`src/rtl/demux_1to4_stream.sv`:
```
// -----------------------------------------------------------------------------
// demux_1to4_stream
//
// Registered 1-to-4 stream demultiplexer. A single valid/ready producer stream,
// tagged with a 2-bit destination index, is distributed to four independent
// valid/ready consumer channels. Each channel owns a single-entry holding
// register (its output register) and a wrapping count of accepted words.
//
// Ports:
//   clk        system clock, all state changes on the rising edge
//   rst        asynchronous active-high reset
//   in_data    input word
//   in_sel     destination channel (0..3) for in_data
//   in_valid   producer has a word
//   in_ready   block accepts the word this cycle (combinational)
//   flush      synchronous clear of all channel valid bits
//   out_data   channel i data on bits [i*DATA_W +: DATA_W] (registered)
//   out_valid  channel i holds a word (registered)
//   out_ready  consumer i takes its word this cycle
//   cnt_sel    selects which channel counter is shown on cnt_value
//   cnt_value  words accepted for channel cnt_sel (combinational read)
// -----------------------------------------------------------------------------
module demux_1to4_stream #(
  parameter int DATA_W = 8,
  parameter int CNT_W  = 8
) (
  input  logic                  clk,
  input  logic                  rst,
  input  logic [DATA_W-1:0]     in_data,
  input  logic [1:0]            in_sel,
  input  logic                  in_valid,
  output logic                  in_ready,
  input  logic                  flush,
  output logic [4*DATA_W-1:0]   out_data,
  output logic [3:0]            out_valid,
  input  logic [3:0]            out_ready,
  input  logic [1:0]            cnt_sel,
  output logic [CNT_W-1:0]      cnt_value
);

  logic             sel_free_s;
  logic             accept_s;
  logic [3:0]       load_s;
  logic [3:0]       drain_s;
  logic [CNT_W-1:0] cnt_r [0:3];

  // Accept decode: readiness looks only at the selected channel, so a stalled
  // channel never blocks traffic headed elsewhere. A full channel that is
  // draining this cycle can take a new word (pass-through refill).
  always_comb begin
    sel_free_s = ~out_valid[in_sel] | out_ready[in_sel];
    in_ready   = ~rst & ~flush & sel_free_s;
    accept_s   = in_valid & ~rst & ~flush & sel_free_s;
    drain_s    = out_valid & out_ready;
    load_s     = 4'b0000;
    if (accept_s) begin
      load_s[in_sel] = 1'b1;
    end else begin
      load_s = 4'b0000;
    end
  end

  // Counter readback mux.
  always_comb begin
    cnt_value = cnt_r[cnt_sel];
  end

  // Per-channel EMPTY/FULL holding registers; state is the out_valid bit.
  // Flush clears valid only; data registers keep their last contents.
  always_ff @(posedge clk or posedge rst) begin
    if (rst) begin
      out_valid <= 4'b0000;
      out_data  <= {(4*DATA_W){1'b0}};
    end else begin
      for (int i = 0; i < 4; i++) begin
        if (flush) begin
          out_valid[i] <= 1'b0;
        end else if (load_s[i]) begin
          // Load wins over drain: the new word replaces the departing one.
          out_valid[i]                    <= 1'b1;
          out_data[i*DATA_W +: DATA_W]    <= in_data;
        end else if (drain_s[i]) begin
          out_valid[i] <= 1'b0;
        end else begin
          out_valid[i] <= out_valid[i];
        end
      end
    end
  end

  // Per-channel accepted-word counters; wrap silently, untouched by flush
  // and by drains.
  always_ff @(posedge clk or posedge rst) begin
    if (rst) begin
      for (int i = 0; i < 4; i++) begin
        cnt_r[i] <= {CNT_W{1'b0}};
      end
    end else begin
      if (accept_s) begin
        cnt_r[in_sel] <= cnt_r[in_sel] + CNT_W'(1);
      end else begin
        cnt_r[in_sel] <= cnt_r[in_sel];
      end
    end
  end

endmodule

```
`config.mk`:
```
export PLATFORM = sky130hd
export DESIGN_NAME = demux_1to4_stream
export DESIGN_NICKNAME = d
export VERILOG_FILES = /design/src/rtl/demux_1to4_stream.sv
export SDC_FILE = /design/constraint.sdc
export NUM_CORES = 1
export LEC_CHECK = 0
export ABC_AREA = 1
export BUFFER_PORTS_ARGS = -buffer_cell sky130_fd_sc_hd__buf_2
export CAP_MARGIN = 20
export CORE_ASPECT_RATIO = 1.5
export CORE_UTILIZATION = 40
export CTS_CLUSTER_SIZE = 20
export DETAILED_ROUTE_END_ITERATION = 10
export GPL_ROUTABILITY_DRIVEN = 0
export HOLD_SLACK_MARGIN = 0.12
export PLACE_DENSITY_LB_ADDON = 0.15
export SLEW_MARGIN = 5
export SYNTH_ARGS = -nofsm -noshare
export SYNTH_HDL_FRONTEND = slang
export SYNTH_SLANG_ARGS = --single-unit
```
`constraint.sdc`:
```
create_clock -name clk -period 3.1 [get_ports clk]
set_input_delay 0.62 -clock clk [delete_from_list [all_inputs] [get_ports clk]]
set_output_delay 0.62 -clock clk [all_outputs]
set_load 0.1 [all_outputs]
```
# After elaboration in Yosys (flattened, before gate mapping)
# Cells that the tools add are included.
# W data, S select, Z words.
[totals] ff_bits=68 input_bits=20 out_inout_bits=45 elab_cells=70
[op_classes] add_sub_neg=1 order_cmp=5 mux=30 bitwise_logic=12 reduce_logical=10
[op_table] op="$bwmux W32" count=2
[op_table] op="$mux W8" count=5
[op_table] op="$bmux W8 S2" count=2
[op_table] op="$mux W32" count=1
[op_table] op="$demux W8 S2" count=1
[op_table] op="$mux W1" count=15
[op_table] op="$reduce_bool A3 Y1" count=4
[op_table] op="$add A8 B1 Y8 const B" count=1
[op_table] op="$reduce_and A2 Y1" count=4
[op_table] op="$ge A3 B3 Y1 const B" count=2
[op_table] op="$not A2 Y3" count=2
[op_table] op="$and A1 B1 Y1" count=5
[op_table] op="$and A4 B4 Y4" count=1
[op_table] op="$bmux W1 S2" count=2
[op_table] op="$mux W4" count=1
[op_table] op="$lt A2 B3 Y1 const B" count=1
[op_table] op="$lt A3 B1 Y1 const B" count=1
[op_table] op="$not A1 Y1" count=3
[op_table] op="$demux W1 S2" count=1
[op_table] op="$ge A2 B1 Y1 const B" count=1
[op_table] op="$logic_and A1 B1 Y1" count=2
[op_table] op="$or A1 B1 Y1" count=1

# Depth between registers and ports, before layout
# Gate-level depths: netlist of the first run.
[depth] ltp_word=8 depth_mapped=16 mapped_depth_nobuf=15

# Worst setup path after synthesis of the first run
# OpenSTA, ideal clock, no wires.
[synth_path] path_kind="register to output" startpoint="register out_valid[3]" endpoint="output port in_ready" arrival_ps=3448 slack_ps=-968 stages_incl_launch_ff=7 cell_sequence="dfrtp_1 > inv_1 > nor2_1 > a21oi_1 > nand2_1 > nand2_1 > nor3b_1"
[synth_between] elab_chain_cells=5
[synth_rtl] element="start, declared" line_no="35" rtl="output logic [3:0] out_valid,"
[synth_rtl] element="start signal, assigned by index" line_no="85" rtl="out_valid[i] <= out_valid[i];"
[synth_rtl] element="$bmux W1 S2" line_no="51" rtl="sel_free_s = ~out_valid[in_sel] | out_ready[in_sel];"
[synth_rtl] element="$mux W1 (implied by the code)" line_no="51"
[synth_rtl] element="$not A1 Y1" line_no="51"
[synth_rtl] element="$or A1 B1 Y1" line_no="51"
[synth_rtl] element="$and A1 B1 Y1" line_no="52" rtl="in_ready = ~rst & ~flush & sel_free_s;"
[synth_rtl] element="end, declared" line_no="32" rtl="output logic in_ready,"
# No other way between the ends. The select of a mux whose other input is x is not followed.

# Worst setup path after layout of the first run
[layout_path] startpoint="input port in_sel[0]" endpoint="output port in_ready"
[layout_between] elab_chain_cells=5
[layout_rtl] element="start, declared" line_no="30" rtl="input logic [1:0] in_sel,"
[layout_rtl] element="$bmux W1 S2" line_no="51"
[layout_rtl] element="$mux W1 (implied by the code)" line_no="51"
[layout_rtl] element="$not A1 Y1" line_no="51"
[layout_rtl] element="$or A1 B1 Y1 *" line_no="51"
[layout_rtl] element="$and A1 B1 Y1 *" line_no="52"
# Every way passes the cells marked *; elsewhere a longest branch is shown, timed or not. The select of a mux whose other input is x is not followed.

==> results of run 1 <==
-- cell type report --
type,instances,share of cell area [%]
Sequential cell,68,38.2
Clock inverter,6,2.53
Multi-Input combinational cell,356,39.0
Timing Repair Buffer,73,9.06
Inverter,30,2.90
Clock buffer,10,5.15
Tap cell,110,3.09
-- state kept, by name (all words and copies together) (netlist names) --
register	flops
out_data	32
cnt_r	32
out_valid	4
-- path summary, 6_finish.rpt --
| check | to | cells past startpoint | start |
|---|---|---|---|
| hold / removal | out_valid[0]$_DFFE_PP0P_ | 2 | out_ready[0] |
| hold reg to reg | cnt_r[23]$_DFFE_PP0P_ | 2 | cnt_r[23]$_DFFE_PP0P_ |
| setup reg to reg | out_data[23]$_DFFE_PP0P_ | 8 | out_valid[3]$_DFFE_PP0P_ |
| setup / recovery | in_ready | 9 | in_sel[0] |
| min in group asynchronous | cnt_r[17]$_DFFE_PP0P_ | 3 | rst |
| max in group asynchronous | cnt_r[13]$_DFFE_PP0P_ | 3 | rst |
-- cells by family (layout without fill, tap and decap cells) --
family,Yosys count,after routing
compound gates,87,87
buf+inv,51,119
xor+xnor,1,1
simple gates,267,267
fa+ha+maj,1,1
flops,68,68
-- metal layers --
layer	GRT usage [%]	part of all wire, %
met2	40.0	54
met5	0	0
met3	4.37	4.2
met4	10.0	1.6
met1	26.2	40
-- critical path, cell delays in order --
cell     delay (ps)
buf_2           310
nand2_4         220
inv_4           160
nand2_1          60
nand2_1          80
nor2_2           60
nand2_1          90
nor3b_2         240
buf_12          210
-- power by group --
group	leakage [nW]	total (mW)	switching, mW	internal, mW
logic	1.28	1.48	1.21	0.275
registers	0.885	1.22	0.143	1.07
clock network	0.167	1.19	0.404	0.787
total	2.33	3.89	1.76	2.14
-- stage by stage --
| stage | hold slack, ps | total power [mW] | std cells | instance area, sq um | setup slack, ps |
|---|---|---|---|---|---|
| after global routing | 487 | 4.04 | 653 | 4450 | 279 |
| after detailed placement | 465 | 2.72 | 637 | 4110 | 407 |
| after floorplan | 449 | 2.44 | 475 | 3700 | 14.9 |
| after global placement | 463 | 2.71 | 637 | 4110 | 408 |
| final | 473 | 3.89 | 653 | 4450 | 413 |
| after CTS | 469 | 3.91 | 653 | 4450 | 401 |
-- cells in the mapped netlist (2+ instances only) --
cell type	n	area, sq um
nand2_2	2	12.5
a21oi_1	24	120
inv_1	27	101
nand3_1	43	215
nor2_1	20	75.1
dfrtp_1	68	1700
o21ai_1	3	15.0
nand2_4	3	33.8
o31ai_1	4	30.0
nand2_1	191	717
o21ai_2	16	140
clkbuf_1	6	22.5
nor2_2	4	25.0
o21ai_0	31	155
buf_6	5	56.3
buf_2	7	35.0
o22ai_1	7	43.8
inv_6	2	17.5
buf_4	3	22.5
==> results.py, run 1 <==
metrics = {
    "status": {
        "outcome": "completed",
    },
    "sta": {
        "worst_slew_pin_slew_ps": 852,
        "timing.final.crit_share_pct": 86.7,
        "finalSetupTns_ps": 0,
        "maxSlewHeadroom_pct": 43.2,
        "layout_min_cycle_time_ps": 2690,
        "rsz0062_at_grt": "no",
        "skew_ps": 10.2,
        "finalSetupViolations": 0,
        "fmax_mhz": 372,
        "slew_viol_final": 0,
        "finalHoldViolCount": 0,
    },
    "die": {
        "pin_count": 65,
        "die-area_sq_um": 9510,
        "rows": 42,
        "fp.coreArea_sq_um": 8830,
        "dieWidth_microns": 80.0,
        "start_util_pct": 41.3,
        "die_y_microns": 119,
    },
    "power": {
        "cellLeakagePower_nw": 2.33,
        "cellPowerDensity_nw_per_um2": 875,
        "peakVddDrop_mv": 0.657,
    },
    "global_routing": {
        "grt_pass1_vias": 3319,
        "gr-usage-all-layers_pct": 22.8,
        "grt_pass1_wl_microns": 16400,
        "overflow": 0,
        "grt_max_degree": 69,
        "antenna_found_initial": 0,
    },
    "yosys": {
        "ys.flop_type": "dfrtp_1",
        "ys_warn_count": 0,
        "synth_compound_area_share_pct": 14.7,
        "synthAdderAreaFrac_pct": 0.343,
        "synthCells": 475,
        "synthMuxAreaShare_pct": 0,
        "synth_nets": 496,
        "synthXorXnorAreaFrac_pct": 0.240,
        "avgSynthCellArea_sq_um": 7.68,
        "yosys.cell_types.count": 28,
        "syn_area_sq_um": 3650,
        "synth_simple_gate_area_share_pct": 30.9,
        "synth_top_family_by_area": "simple AND/OR/NAND/NOR gates",
        "synth_edf_count": 0,
        "ys_ff_latch": 68,
        "synth_seq_area_share_pct": 46.7,
        "async_flop_share_pct": 100,
    },
    "routing": {
        "dr_total_vias": 3325,
        "drtPass1Iterations": 5,
        "drt_iter0_markers": 208,
        "drt-total-wl_microns": 10000,
        "drtAntennaViolNets": 0,
        "wl_per_cell_microns": 15.3,
        "drc": 0,
        "viasPerCell": 5.09,
    },
    "layout": {
        "regArea_sq_um": 1700,
        "drive_gt1_share_pct": 24.1,
        "final_common_cell": "nand2_1",
        "final_nets": 559,
        "final_cell_mix": "nand2_1 (191), dfrtp_1 (68), buf_2 (63)",
        "multi_input_area_sq_um": 1740,
        "antenna_cells": 0,
        "post-route-util_pct": 50.4,
        "fill_cells": 871,
        "areaGrowthSynthToFinish_pct": 22.0,
    },
    "worst_setup_path": {
        "criticalPathCategory": "input pin to output pin",
        "startpoint_type": "input pin",
        "regToRegSetupSlack_ps": 1230,
        "cp-end-kind": "output pin",
        "arrival_ps": 2070,
        "critPathMaxFanout": 15,
        "cp_data_required_time_ps": 2480,
    },
    "clock_network": {
        "cts-root-buf": "clkbuf_16",
        "cts.repair.resized": 0,
        "cts_buffers": 9,
        "clkSinkCount": 68,
        "clkSlewWorstSetupHoldPaths_ps": 60,
        "ctsHtreeMaxLevel": 3,
        "cts_max_path_buffers": 2,
        "cts_tree": "done",
        "post-cts-setup-buffer-count": 0,
        "clock_latency_ps": 340,
        "hold_buffers": 0,
    },
    "flow_run": {
        "drv_cap": 0,
    },
    "place": {
        "detailedPlacementHpwl_microns": 7130,
        "portBuffers": 64,
    },
    "worst_hold_path": {
        "min_path_type": "input pin to flop",
    },
}
No activity file was read; power rests on OpenSTA's default activity.
==> run 2, diff against run 1 <==
Settings changed: CORE_UTILIZATION 40 to 56.
==> run 2 against run 1 <==
Against the previous run: power is 8.2% lower; die area is 28% lower; non-clock buffer count is 1 lower; clock-buffer cell count decreased by 1; flip-flop and latch count stayed put; via count up 0.93%; worst setup slack improved by 2.2 ps; critical path type unchanged.
==> results.py, run 2 (synthesis gave the netlist of run 1 again) <==
metrics = {
    "global_routing": {
        "grt_pass1_vias": 3283,
        "antenna_found_initial": 0,
        "grt_max_degree": 69,
        "overflow": 0,
        "gr-usage-all-layers_pct": 29.8,
        "grt_pass1_wl_microns": 15000,
    },
    "worst_setup_path": {
        "arrival_ps": 2060,
        "cp_data_required_time_ps": 2480,
        "max_stage_delay_ps": 360,
        "crit_buf_inv": 3,
        "worstPathCellList": "buf_2, nand2_4, inv_4, nand2_1, nand2_1, nor2_2, nand2_1, nor3b_2, buf_12",
        "crit_top_cell": "nand2_1",
        "setup.worst_path.start": "in_sel[0]",
        "crit_slowest_cell": "buf_2",
        "r2r-start": "out_valid[3]$_DFFE_PP0P_",
        "critPathMaxFanout": 17,
        "startpoint_type": "input pin",
        "cp-end-kind": "output pin",
        "path_delay_family": "buffers and inverters",
        "criticalPathCategory": "input pin to output pin",
    },
    "routing": {
        "drc": 0,
        "dr_total_vias": 3356,
        "viasPerCell": 5.46,
        "wl_per_cell_microns": 15.1,
        "drt_iter0_markers": 208,
        "drt-total-wl_microns": 9260,
        "drtAntennaViolNets": 0,
        "drtPass1Iterations": 4,
    },
    "layout": {
        "final_nets": 558,
        "post-route-util_pct": 69.0,
        "final_cell_mix": "nand2_1 (191), dfrtp_1 (68), buf_2 (63)",
        "areaGrowthSynthToFinish_pct": 17.7,
        "multi_input_area_sq_um": 1740,
        "top_regs": "cnt_r (32), out_data (32), out_valid (4)",
        "antenna_cells": 0,
        "drive_gt1_share_pct": 24.0,
        "fill_cells": 515,
        "regArea_sq_um": 1700,
        "final_common_cell": "nand2_1",
    },
    "clock_network": {
        "clkSlewWorstSetupHoldPaths_ps": 70,
        "clkSinkCount": 68,
        "cts_tree": "done",
        "cts-root-buf": "clkbuf_8",
        "cts_buffers": 9,
        "hold_buffers": 0,
        "clock_latency_ps": 340,
        "post-cts-setup-buffer-count": 0,
        "cts.repair.resized": 0,
        "ctsHtreeMaxLevel": 3,
        "cts_max_path_buffers": 2,
    },
    "die": {
        "start_util_pct": 58.7,
        "die_y_microns": 101,
        "die-area_sq_um": 6850,
        "dieWidth_microns": 67.9,
        "rows": 35,
        "pin_count": 65,
        "fp.coreArea_sq_um": 6220,
    },
    "power": {
        "cellLeakagePower_nw": 2.28,
        "peakVddDrop_mv": 0.686,
        "cellPowerDensity_nw_per_um2": 833,
    },
    "sta": {
        "fmax_mhz": 372,
        "timing.final.crit_share_pct": 86.6,
        "finalSetupTns_ps": 0,
        "skew_ps": 3.22,
        "worst_slew_pin_slew_ps": 844,
        "slew_viol_final": 0,
        "finalSetupViolations": 0,
        "finalHoldViolCount": 0,
        "maxSlewHeadroom_pct": 43.7,
        "rsz0062_at_grt": "no",
        "layout_min_cycle_time_ps": 2680,
    },
    "status": {
        "outcome": "completed",
    },
    "worst_hold_path": {
        "worstHoldStart": "out_ready[2]",
        "min_path_type": "input pin to flop",
    },
    "place": {
        "detailedPlacementHpwl_microns": 6620,
        "portBuffers": 64,
    },
    "flow_run": {
        "drv_cap": 0,
    },
}
[run 2: cell types whose count changed in the layout (fill, tap and decap cells not counted)]
cell,previous run,this run
clkbuf_16,9,0
clkbuf_8,0,9
buf_4,9,8
clkbuf_1,1,0
clkinv_4,2,1
inv_6,2,3
[run 2: stage by stage]
stage	power, mW	std cells	hold slack, ps	setup slack [ps]	cell area [sq um]
5_1_grt	3.73	615	460	301	4290
2_1_floorplan	2.44	475	449	14.9	3700
3_5_place_dp	2.71	600	467	410	4060
3_3_place_gp	2.69	600	462	446	4060
4_1_cts	3.59	615	456	407	4290
6_report	3.58	615	460	415	4290
[run 2: worst paths after layout]
kind | endpoint | slack, ps | cells after the start
min | out_valid[2]$_DFFE_PP0P_ | 460 | 2
min reg2reg | out_data[3]$_DFFE_PP0P_ | 480 | 2
max reg2reg | out_data[17]$_DFFE_PP0P_ | 1310 | 8
min in group asynchronous | out_data[25]$_DFFE_PP0P_ | 590 | 3
max | in_ready | 420 | 9
max in group asynchronous | cnt_r[19]$_DFFE_PP0P_ | 1980 | 3
[run 2: where the power goes]
| part | switching [mW] | total [mW] | internal [mW] |
|---|---|---|---|
| sequential | 0.144 | 1.22 | 1.07 |
| combinational | 1.21 | 1.48 | 0.274 |
| clock | 0.345 | 0.877 | 0.532 |
[run 2: cell type report]
type                            count  area share, %
Clock buffer                        9           2.89
Multi-Input combinational cell    356           40.5
Sequential cell                    68           39.7
Timing Repair Buffer               72           9.21
Clock inverter                      6           2.62
Inverter                           30           3.00
Tap cell                           74           2.16
[run 2: worst reg2reg max path, stage by stage, from the launching register on]
cell and delay [ps]:
dfrtp_1 380, inv_1 90, nor2_1 50, a21oi_1 120, nand2_1 120, a21boi_4 400, nand2_2 290, nand2_1 140
o21ai_0 90
[run 2: routing by layer]
layer / routed length [microns] / vias to the layer above / GRT usage [%]
met3: 555 / 20 / 6.67
met5: 0 / - / 0
li1: - / 1660 / -
met4: 367 / 0 / 17.6
met2: 4770 / 114 / 49.7
met1: 3560 / 1562 / 33.8
